### src/rtl/branch_predictor_bht.sv
// rtl/branch_predictor_bht.sv - indexed table of saturating branch counters with branch/mispredict statistics
// Optional gshare indexing (global history XOR PC) enabled by defining BP_GSHARE_EN.
module branch_predictor_bht #(
  parameter int IDX_W  = 6,
  parameter int CTR_W  = 2,
  parameter int STAT_W = 32,
  parameter int HIST_W = 6
) (
  input  logic              clk,
  input  logic              rst_n,
  input  logic              stall,
  input  logic [29:0]       lk_pc,
  input  logic              lk_is_branch,
  output logic              pred_taken,
  output logic [IDX_W-1:0]  pred_idx,
  input  logic              upd_valid,
  input  logic [IDX_W-1:0]  upd_idx,
  input  logic              upd_taken,
  input  logic              upd_mispred,
  input  logic              stat_clr,
  output logic [STAT_W-1:0] stat_branches,
  output logic [STAT_W-1:0] stat_mispreds
);

  localparam int               DEPTH    = 1 << IDX_W;
  localparam logic [CTR_W-1:0] CTR_RST  = CTR_W'((1 << (CTR_W - 1)) - 1);
  localparam logic [CTR_W-1:0] CTR_MAX  = {CTR_W{1'b1}};
  localparam logic [STAT_W-1:0] STAT_MAX = {STAT_W{1'b1}};

  logic [CTR_W-1:0] ctr_q [DEPTH];
  logic             accept;
  logic [CTR_W-1:0] ctr_old;
  logic [CTR_W-1:0] ctr_new;
  logic             unused_pc_bits;

  assign accept         = upd_valid & ~stall;
  assign unused_pc_bits = ^lk_pc[29:IDX_W];

`ifdef BP_GSHARE_EN
  // History is non-speculative: it advances only on resolved, accepted updates.
  logic [HIST_W-1:0] ghr_q;

  always_ff @(posedge clk or negedge rst_n) begin
    if (!rst_n) begin
      ghr_q <= '0;
    end else if (accept) begin
      ghr_q <= HIST_W'({ghr_q, upd_taken});
    end
  end

  assign pred_idx = lk_pc[IDX_W-1:0] ^ IDX_W'(ghr_q);
`else
  assign pred_idx = lk_pc[IDX_W-1:0];
`endif

  // Lookup reads the registered table, so a same-cycle update to this index is not bypassed.
  assign pred_taken = lk_is_branch & ctr_q[pred_idx][CTR_W-1];

  always_comb begin
    ctr_old = ctr_q[upd_idx];
    ctr_new = ctr_old;
    if (upd_taken) begin
      if (ctr_old != CTR_MAX) ctr_new = ctr_old + CTR_W'(1);
    end else begin
      if (ctr_old != '0) ctr_new = ctr_old - CTR_W'(1);
    end
  end

  always_ff @(posedge clk or negedge rst_n) begin
    if (!rst_n) begin
      for (int i = 0; i < DEPTH; i++) ctr_q[i] <= CTR_RST;
    end else if (accept) begin
      ctr_q[upd_idx] <= ctr_new;
    end
  end

  // Clear takes priority over a coincident update and ignores stall.
  always_ff @(posedge clk or negedge rst_n) begin
    if (!rst_n) begin
      stat_branches <= '0;
      stat_mispreds <= '0;
    end else if (stat_clr) begin
      stat_branches <= '0;
      stat_mispreds <= '0;
    end else if (accept) begin
      if (stat_branches != STAT_MAX) stat_branches <= stat_branches + STAT_W'(1);
      if (upd_mispred && (stat_mispreds != STAT_MAX)) stat_mispreds <= stat_mispreds + STAT_W'(1);
    end
  end

endmodule

### config.mk
export PLATFORM = sky130hd
export DESIGN_NAME = branch_predictor_bht
export DESIGN_NICKNAME = d
export VERILOG_FILES = /design/src/rtl/branch_predictor_bht.sv
export SDC_FILE = /design/constraint.sdc
export NUM_CORES = 1
export LEC_CHECK = 0
export ABC_AREA = 1
export CORE_MARGIN = 4
export CORE_UTILIZATION = 54
export CTS_BUF_LIST = sky130_fd_sc_hd__clkbuf_2
export CTS_CLUSTER_SIZE = 14
export DETAILED_ROUTE_END_ITERATION = 7
export PLACE_DENSITY = 0.79
export SETUP_SLACK_MARGIN = 0.1
export SLEW_MARGIN = 20
export SYNTH_ARGS = -nofsm -noshare
export SYNTH_HDL_FRONTEND = slang
export SYNTH_SLANG_ARGS = --single-unit
### constraint.sdc
create_clock -name clk -period 2.2 [get_ports clk]
set_clock_uncertainty 0.2 [all_clocks]
set_input_delay 0.33 -clock clk [delete_from_list [all_inputs] [get_ports clk]]
set_output_delay 0.33 -clock clk [all_outputs]
set_load 0.03 [all_outputs]
Word-level counts from Yosys, hierarchy flattened
Index checks and enable logic that the tools add are counted.
- register bits: 192
- input port bits: 44
- output and inout bits: 71
- logic and storage cells: 107
- add/sub/neg operators: 4
- $lt $le $gt $ge: 3
- equality and inequality tests: 3
- mux-type cells: 18
- bitwise logic cells: 5
- reduce and logical (&&, ||, !) cells: 8
- operators with widths (operator ; number):
    two-way mux 32 bit ; 6
    bitwise mux 128 bit ; 1
    adder 32 x 1 -> 32 bit (second input constant) ; 2
    != test 32 bit (second input constant) ; 2
    binary-select mux 2 bit (select 6 bit) ; 2
    two-way mux 2 bit ; 8
    greater-or-equal comparator 7 bit (second input constant) ; 2
    inverter 6 -> 7 bit ; 2
    demux 2 bit (select 6 bit) ; 1
    nonzero test 2 bit ; 4
    < comparator 7 x 1 -> 1 bit (second input constant) ; 1
    AND reduction 2 bit ; 2
    adder 2 x 1 -> 2 bit (second input constant) ; 1
    bitwise AND 1 bit ; 2
    logical AND 1 bit ; 2
    != test 2 bit (second input constant) ; 1
    subtractor 2 x 1 -> 2 bit (second input constant) ; 1
    inverter 1 bit ; 1

Depth between registers and ports, before layout
- depth in word-level cells: 8
- gate-level depth with buffers: 19
- depth with buffers taken out: 16

Worst setup path before layout
Ideal clock, no wire load.
- path type: register to register
- from: register stat_mispreds[0]
- to: register stat_mispreds[17]
- setup time: 130 ps
- arrival: 2138 ps
- data required time: 1870 ps
- path slack: -268 ps
- cell stages (with the launch flop): 12
- buffers on the path: 1
- period minus slack after synthesis: 2468 ps
- cell sequence: dfrtp_1 > ha_1 > nand3_2 > nor2_1 > nand2_2 > nor4_4 > nand3_1 > nand2_2 > clkinv_1 > buf_2 > nand4_1 > o21ai_0
- cells in the longest elaborated chain, start to end: 4
- elaborated cells on any way between the ends: 8
- those cells by class: add/sub: 1; eq/ne: 1; mux: 3; reduce/logical: 3
- ends and longest elaborated chain (what ; RTL line ; text):
    start: declaration ; 22 ; output logic [STAT_W-1:0] stat_mispreds
    start signal: assignment ; 87 ; if (upd_mispred && (stat_mispreds != STAT_MAX)) stat_mispreds <= stat_mispreds + STAT_W'(1);
    adder 32 x 1 -> 32 bit or != test 32 bit (tied branches) ; 87 ;
    two-way mux 32 bit or logical AND 1 bit (tied branches) ; 87 ;
    two-way mux 32 bit or nonzero test 2 bit (tied branches) ; - ;
    two-way mux 32 bit or AND reduction 2 bit (tied branches) ; - ;
Several ways; a longest one is shown, not always the timed one. The select of a mux whose other input is x is not followed.
A chain may end at the register's enable or synchronous reset.

Final worst setup path
- from: register ctr_q[57] in the netlist's numbering
- to: output pred_taken
- cells in the longest elaborated chain, start to end: 4
- ends and longest elaborated chain (what ; RTL line ; text):
    start: declaration ; 30 ; logic [CTR_W-1:0] ctr_q [DEPTH];
    start signal: indexed assignment ; 73 ; ctr_q[upd_idx] <= ctr_new;
    binary-select mux 2 bit (select 6 bit) ; 57 ; assign pred_taken = lk_is_branch & ctr_q[pred_idx][CTR_W-1];
    two-way mux 2 bit (implied by the code) (2 in a row) ; 57 ;
    bitwise AND 1 bit ; 57 ;
    end: declaration ; 14 ; output logic pred_taken,
Every way passes these cells. The select of a mux whose other input is x is not followed.

==> flow_metrics.py <==
metrics = {
    "outcome": {
        "outcome": "complete, but fails checks",
        "violations": "setup timing",
    },
    "synth": {
        "leading_cell_types_by_total_area_after_synthesis": "sky130_fd_sc_hd__dfrtp_1 27%, sky130_fd_sc_hd__nand2_1 24%, sky130_fd_sc_hd__dfstp_2 14%",
        "ys.warnings.count": 0,
        "commonest_cells_in_the_synthesized_netlist": "767 x sky130_fd_sc_hd__nand2_1, 189 x sky130_fd_sc_hd__inv_1, 140 x sky130_fd_sc_hd__nor2_1",
        "synth.largest_area_cell": "sky130_fd_sc_hd__dfrtp_1",
        "mean_cell_area_of_the_mapped_netlist_um2": 6.598,
        "seq_area_frac_synth_pct": 40.99,
        "synth_register_bits": 192,
        "synth_top_area_share_pct": 26.88,
        "post_synth_num_cell_types": 38,
        "post-synth-top-count-cell": "sky130_fd_sc_hd__nand2_1",
        "ys.flop_type": "sky130_fd_sc_hd__dfrtp_1",
        "mappedNetlistNets": 1852,
        "synthesis.instances": 1806,
        "ys_async_sr_fraction_pct": 100.0,
        "synth_area_um2": 11920,
        "synth_edf_count": 0,
    },
    "drt": {
        "remaining_drc_errors": 0,
        "wl_um": 47740,
        "drt-initial-drc-count": 1714,
        "drt-wirelength-per-cell_um": 19.63,
        "antenna_left": 0,
        "routed-via-count": 14380,
        "detailedRoute.firstPassIterationCount": 8,
        "routed_via_density": 5.912,
    },
    "global_routing": {
        "globalRoute.totalOverflow": 0,
        "grt_antenna_before_repair": 1,
        "grt_max_degree": 44,
        "grt_pass1_wl_um": 69460,
        "track_usage_pct": 35.54,
        "groute.layer.met3.usage_pct": 6.029,
        "first_global_vias": 13600,
        "global_route_met2_usage_pct": 58.93,
        "top_usage_layer": "met2",
        "grt_util_met1_pct": 45.09,
    },
    "sta": {
        "max_slew.worst_pin.slew_ns": 0.6088,
        "final.hold.worst_slack_ns": 0.06766,
        "fmax_ghz": 0.3527,
        "max_slew_margin_pct": 59.10,
        "setup_total_negative_slack_ns": -24.36,
        "timing_max_transition_violations_final": 0,
        "timing.final.crit_share_pct": 128.9,
        "min_period_ns": 2.835,
        "setup_repair_after_global_routing_missed_its_margin": "true",
        "finalHoldViolations": 0,
        "finalSetupViolCount": 141,
        "timing.final.ws_setup_ns": -0.6354,
    },
    "worst_setup_path": {
        "timing.critical_path.mode_cell": "sky130_fd_sc_hd__nand3_1",
        "timing.critical_path.fanout_max": 2,
        "crit_slowest_cell": "sky130_fd_sc_hd__dfrtp_1",
        "cp-start-kind": "register",
        "timing.reg2reg.setup_slack_ns": -0.26,
        "reg2regPathDepth": 18,
        "cp_cell_sequence": "inv_1 > o21ai_1 > a21oi_1 > o21ai_1 > nand3_1 > nand3_1 > nand3_1 > a21boi_2 > buf_6",
        "r2r_path_start": "ctr_q[105]",
        "cp-end-kind": "output port",
        "critical-path-max-stage-delay_ns": 0.44,
        "worstSetupPathType": "reg2out",
        "critPathRequiredTime_ns": 1.67,
        "rr_endpoint": "ctr_q[122]",
        "worstPathArrival_ns": 2.31,
    },
    "finish": {
        "post_route_cells_drive_above_1_share_pct": 30.36,
        "stdcell_count": 2432,
        "layout_area_overhead_pct": 42.71,
        "postLayoutCoreUtil_pct": 78.17,
        "design.final.nets": 2184,
    },
    "clock_network": {
        "tritoncts": "done",
        "cts.sinks": 192,
        "cts_h_tree_depth": 4,
        "clock_tree.buffer_depth": 2,
        "cts_buffers": 17,
        "clock_latency_of_the_later_clocked_register_in_the_worst_skew_pair_ns": 0.85,
        "clock_transition_at_the_registers_of_the_reported_paths_ns": 0.31,
        "cts.root.buffer_cell": "sky130_fd_sc_hd__clkbuf_2",
    },
    "floorplan": {
        "io_pins": 115,
        "core_area_um2": 21760,
        "dieWidth_um": 156.6,
        "die_height_um": 156.6,
        "floorplan.rows": 54,
        "floorplan.initialDensity_pct": 54.77,
        "fp.dieArea_um2": 24510,
    },
    "placement": {
        "dp_cells": 2264,
        "place.gp.congestion": 0.9924,
        "numPortBuffers": 90,
        "preCtsSetupSlack_ns": -0.7313,
        "place.detailed.hpwl_um": 27880,
    },
    "pwr": {
        "power_density_relative_to_cell_area_nw_per_um2": 452.0,
        "power.ir.vdd_worst_uv": 328.2,
        "p_leak_nw": 8.113,
    },
    "worst_hold_path": {
        "class_of_the_tightest_hold_or_removal_check": "in2reg",
        "hold-path-cell-count": 8,
        "worst_hold_path.endpoint": "ctr_q[54]",
        "hold_start": "upd_idx[0]",
    },
    "run": {
        "max_cap_violations": 0,
    },
}
==> worst max-delay path: cells and delay by family (launching register included) <==
family                 cells  cell delay, ns
AO/OA/AOI/OAI              4            0.56
flip-flops                 1            0.44
buffers and inverters      2            0.22
AND/OR/NAND/NOR            3            0.30
==> routing by layer <==
metal	vias up	part of all wire, %
met5	-	0
met4	0	6.5
met3	300	10
met2	1050	47
met1	6648	36
li1	6380	-
==> cells in the final DEF (no fill, tap or decap), types with 7 or more instances in the layout <==
master,count
sky130_fd_sc_hd__a21oi_1,26
sky130_fd_sc_hd__buf_4,207
sky130_fd_sc_hd__nor3_1,65
sky130_fd_sc_hd__nand2_1,702
sky130_fd_sc_hd__nor2_2,10
sky130_fd_sc_hd__o21ai_0,49
sky130_fd_sc_hd__nand3_2,35
sky130_fd_sc_hd__buf_12,32
sky130_fd_sc_hd__inv_1,185
sky130_fd_sc_hd__o31ai_1,13
sky130_fd_sc_hd__clkbuf_2,18
sky130_fd_sc_hd__nand2_2,53
sky130_fd_sc_hd__nand3_1,88
sky130_fd_sc_hd__xor2_1,10
sky130_fd_sc_hd__buf_6,99
sky130_fd_sc_hd__nor2_1,125
sky130_fd_sc_hd__clkdlybuf4s50_1,17
sky130_fd_sc_hd__nand2_4,14
sky130_fd_sc_hd__xnor2_1,7
sky130_fd_sc_hd__nor3_2,12
sky130_fd_sc_hd__dfrtp_2,20
sky130_fd_sc_hd__nand4_1,27
sky130_fd_sc_hd__buf_16,12
sky130_fd_sc_hd__buf_2,9
sky130_fd_sc_hd__dfstp_2,64
sky130_fd_sc_hd__dfrtp_1,108
sky130_fd_sc_hd__nand3_4,7
sky130_fd_sc_hd__o21ai_1,35
sky130_fd_sc_hd__o211ai_1,13
==> through the flow <==
step / instance area, µm² / power [mW]
after floorplan: 12000 / 4.596
after global placement: 14300 / 5.150
after detailed placement: 14300 / 5.172
after CTS: 15890 / 7.446
after global routing: 17010 / 7.963
final: 17010 / 7.687
==> power breakdown <==
part | leakage [nW] | switching, mW | internal [mW]
Combinational | 5.55 | 1.08 | 0.836
Sequential | 2.41 | 0.105 | 3.78
Clock | 0.147 | 1.42 | 0.464
==> registers in the layout, indices dropped and copies added, names as in the netlist <==
name and cells:
ctr_q 128, stat_mispreds 32, stat_branches 32
==> how the worst max path moves through the flow <==
stage	from	endpoint	slack, ns	cells past startpoint
floorplan	stat_mispreds[0]	stat_mispreds[23]	0.002	13
global placement	upd_idx[2]	ctr_q[67]	-0.69	14
detailed placement	upd_idx[2]	ctr_q[59]	-0.73	14
CTS	ctr_q[27]	pred_taken	-0.59	9
global route	ctr_q[89]	pred_taken	-0.84	9
finish	ctr_q[57]	pred_taken	-0.64	9
==> timing repair <==
item | 4_1_cts | 5_1_grt
setup endpoints to repair | 229 | 246
pin swaps | 28 | 39
endpoints found under the hold margin | 192 | 0
cloned | 15 | 6
hold buffers | 3 | 0
resized for setup | 525 | 227
setup buffers | 72 | 43
==> layout make-up <==
class	count	area, µm²
timing repair buffer	389	4063
sequential	192	4910
fill	1472	4750
antenna	1	2.502
inverter	194	760.7
tap	280	350.3
clock inverter	14	151.4
clock buffer	18	90.09
multi-input combinational	1344	6679
==> kinds of logic (layout without fill, tap and decap cells) <==
kind of cell	after synthesis	after routing	synth area share, %
AOI/OAI and AO/OA	154	154	7.287
xor gates and xnor gates	17	17	1.249
adders and majority gates	2	2	0.2100
buffers and inverters	272	615	9.901
DFF	192	192	40.99
other	0	1	0
and+or+nand+nor	1169	1171	40.36
No activity file was read; power rests on OpenSTA's default activity.
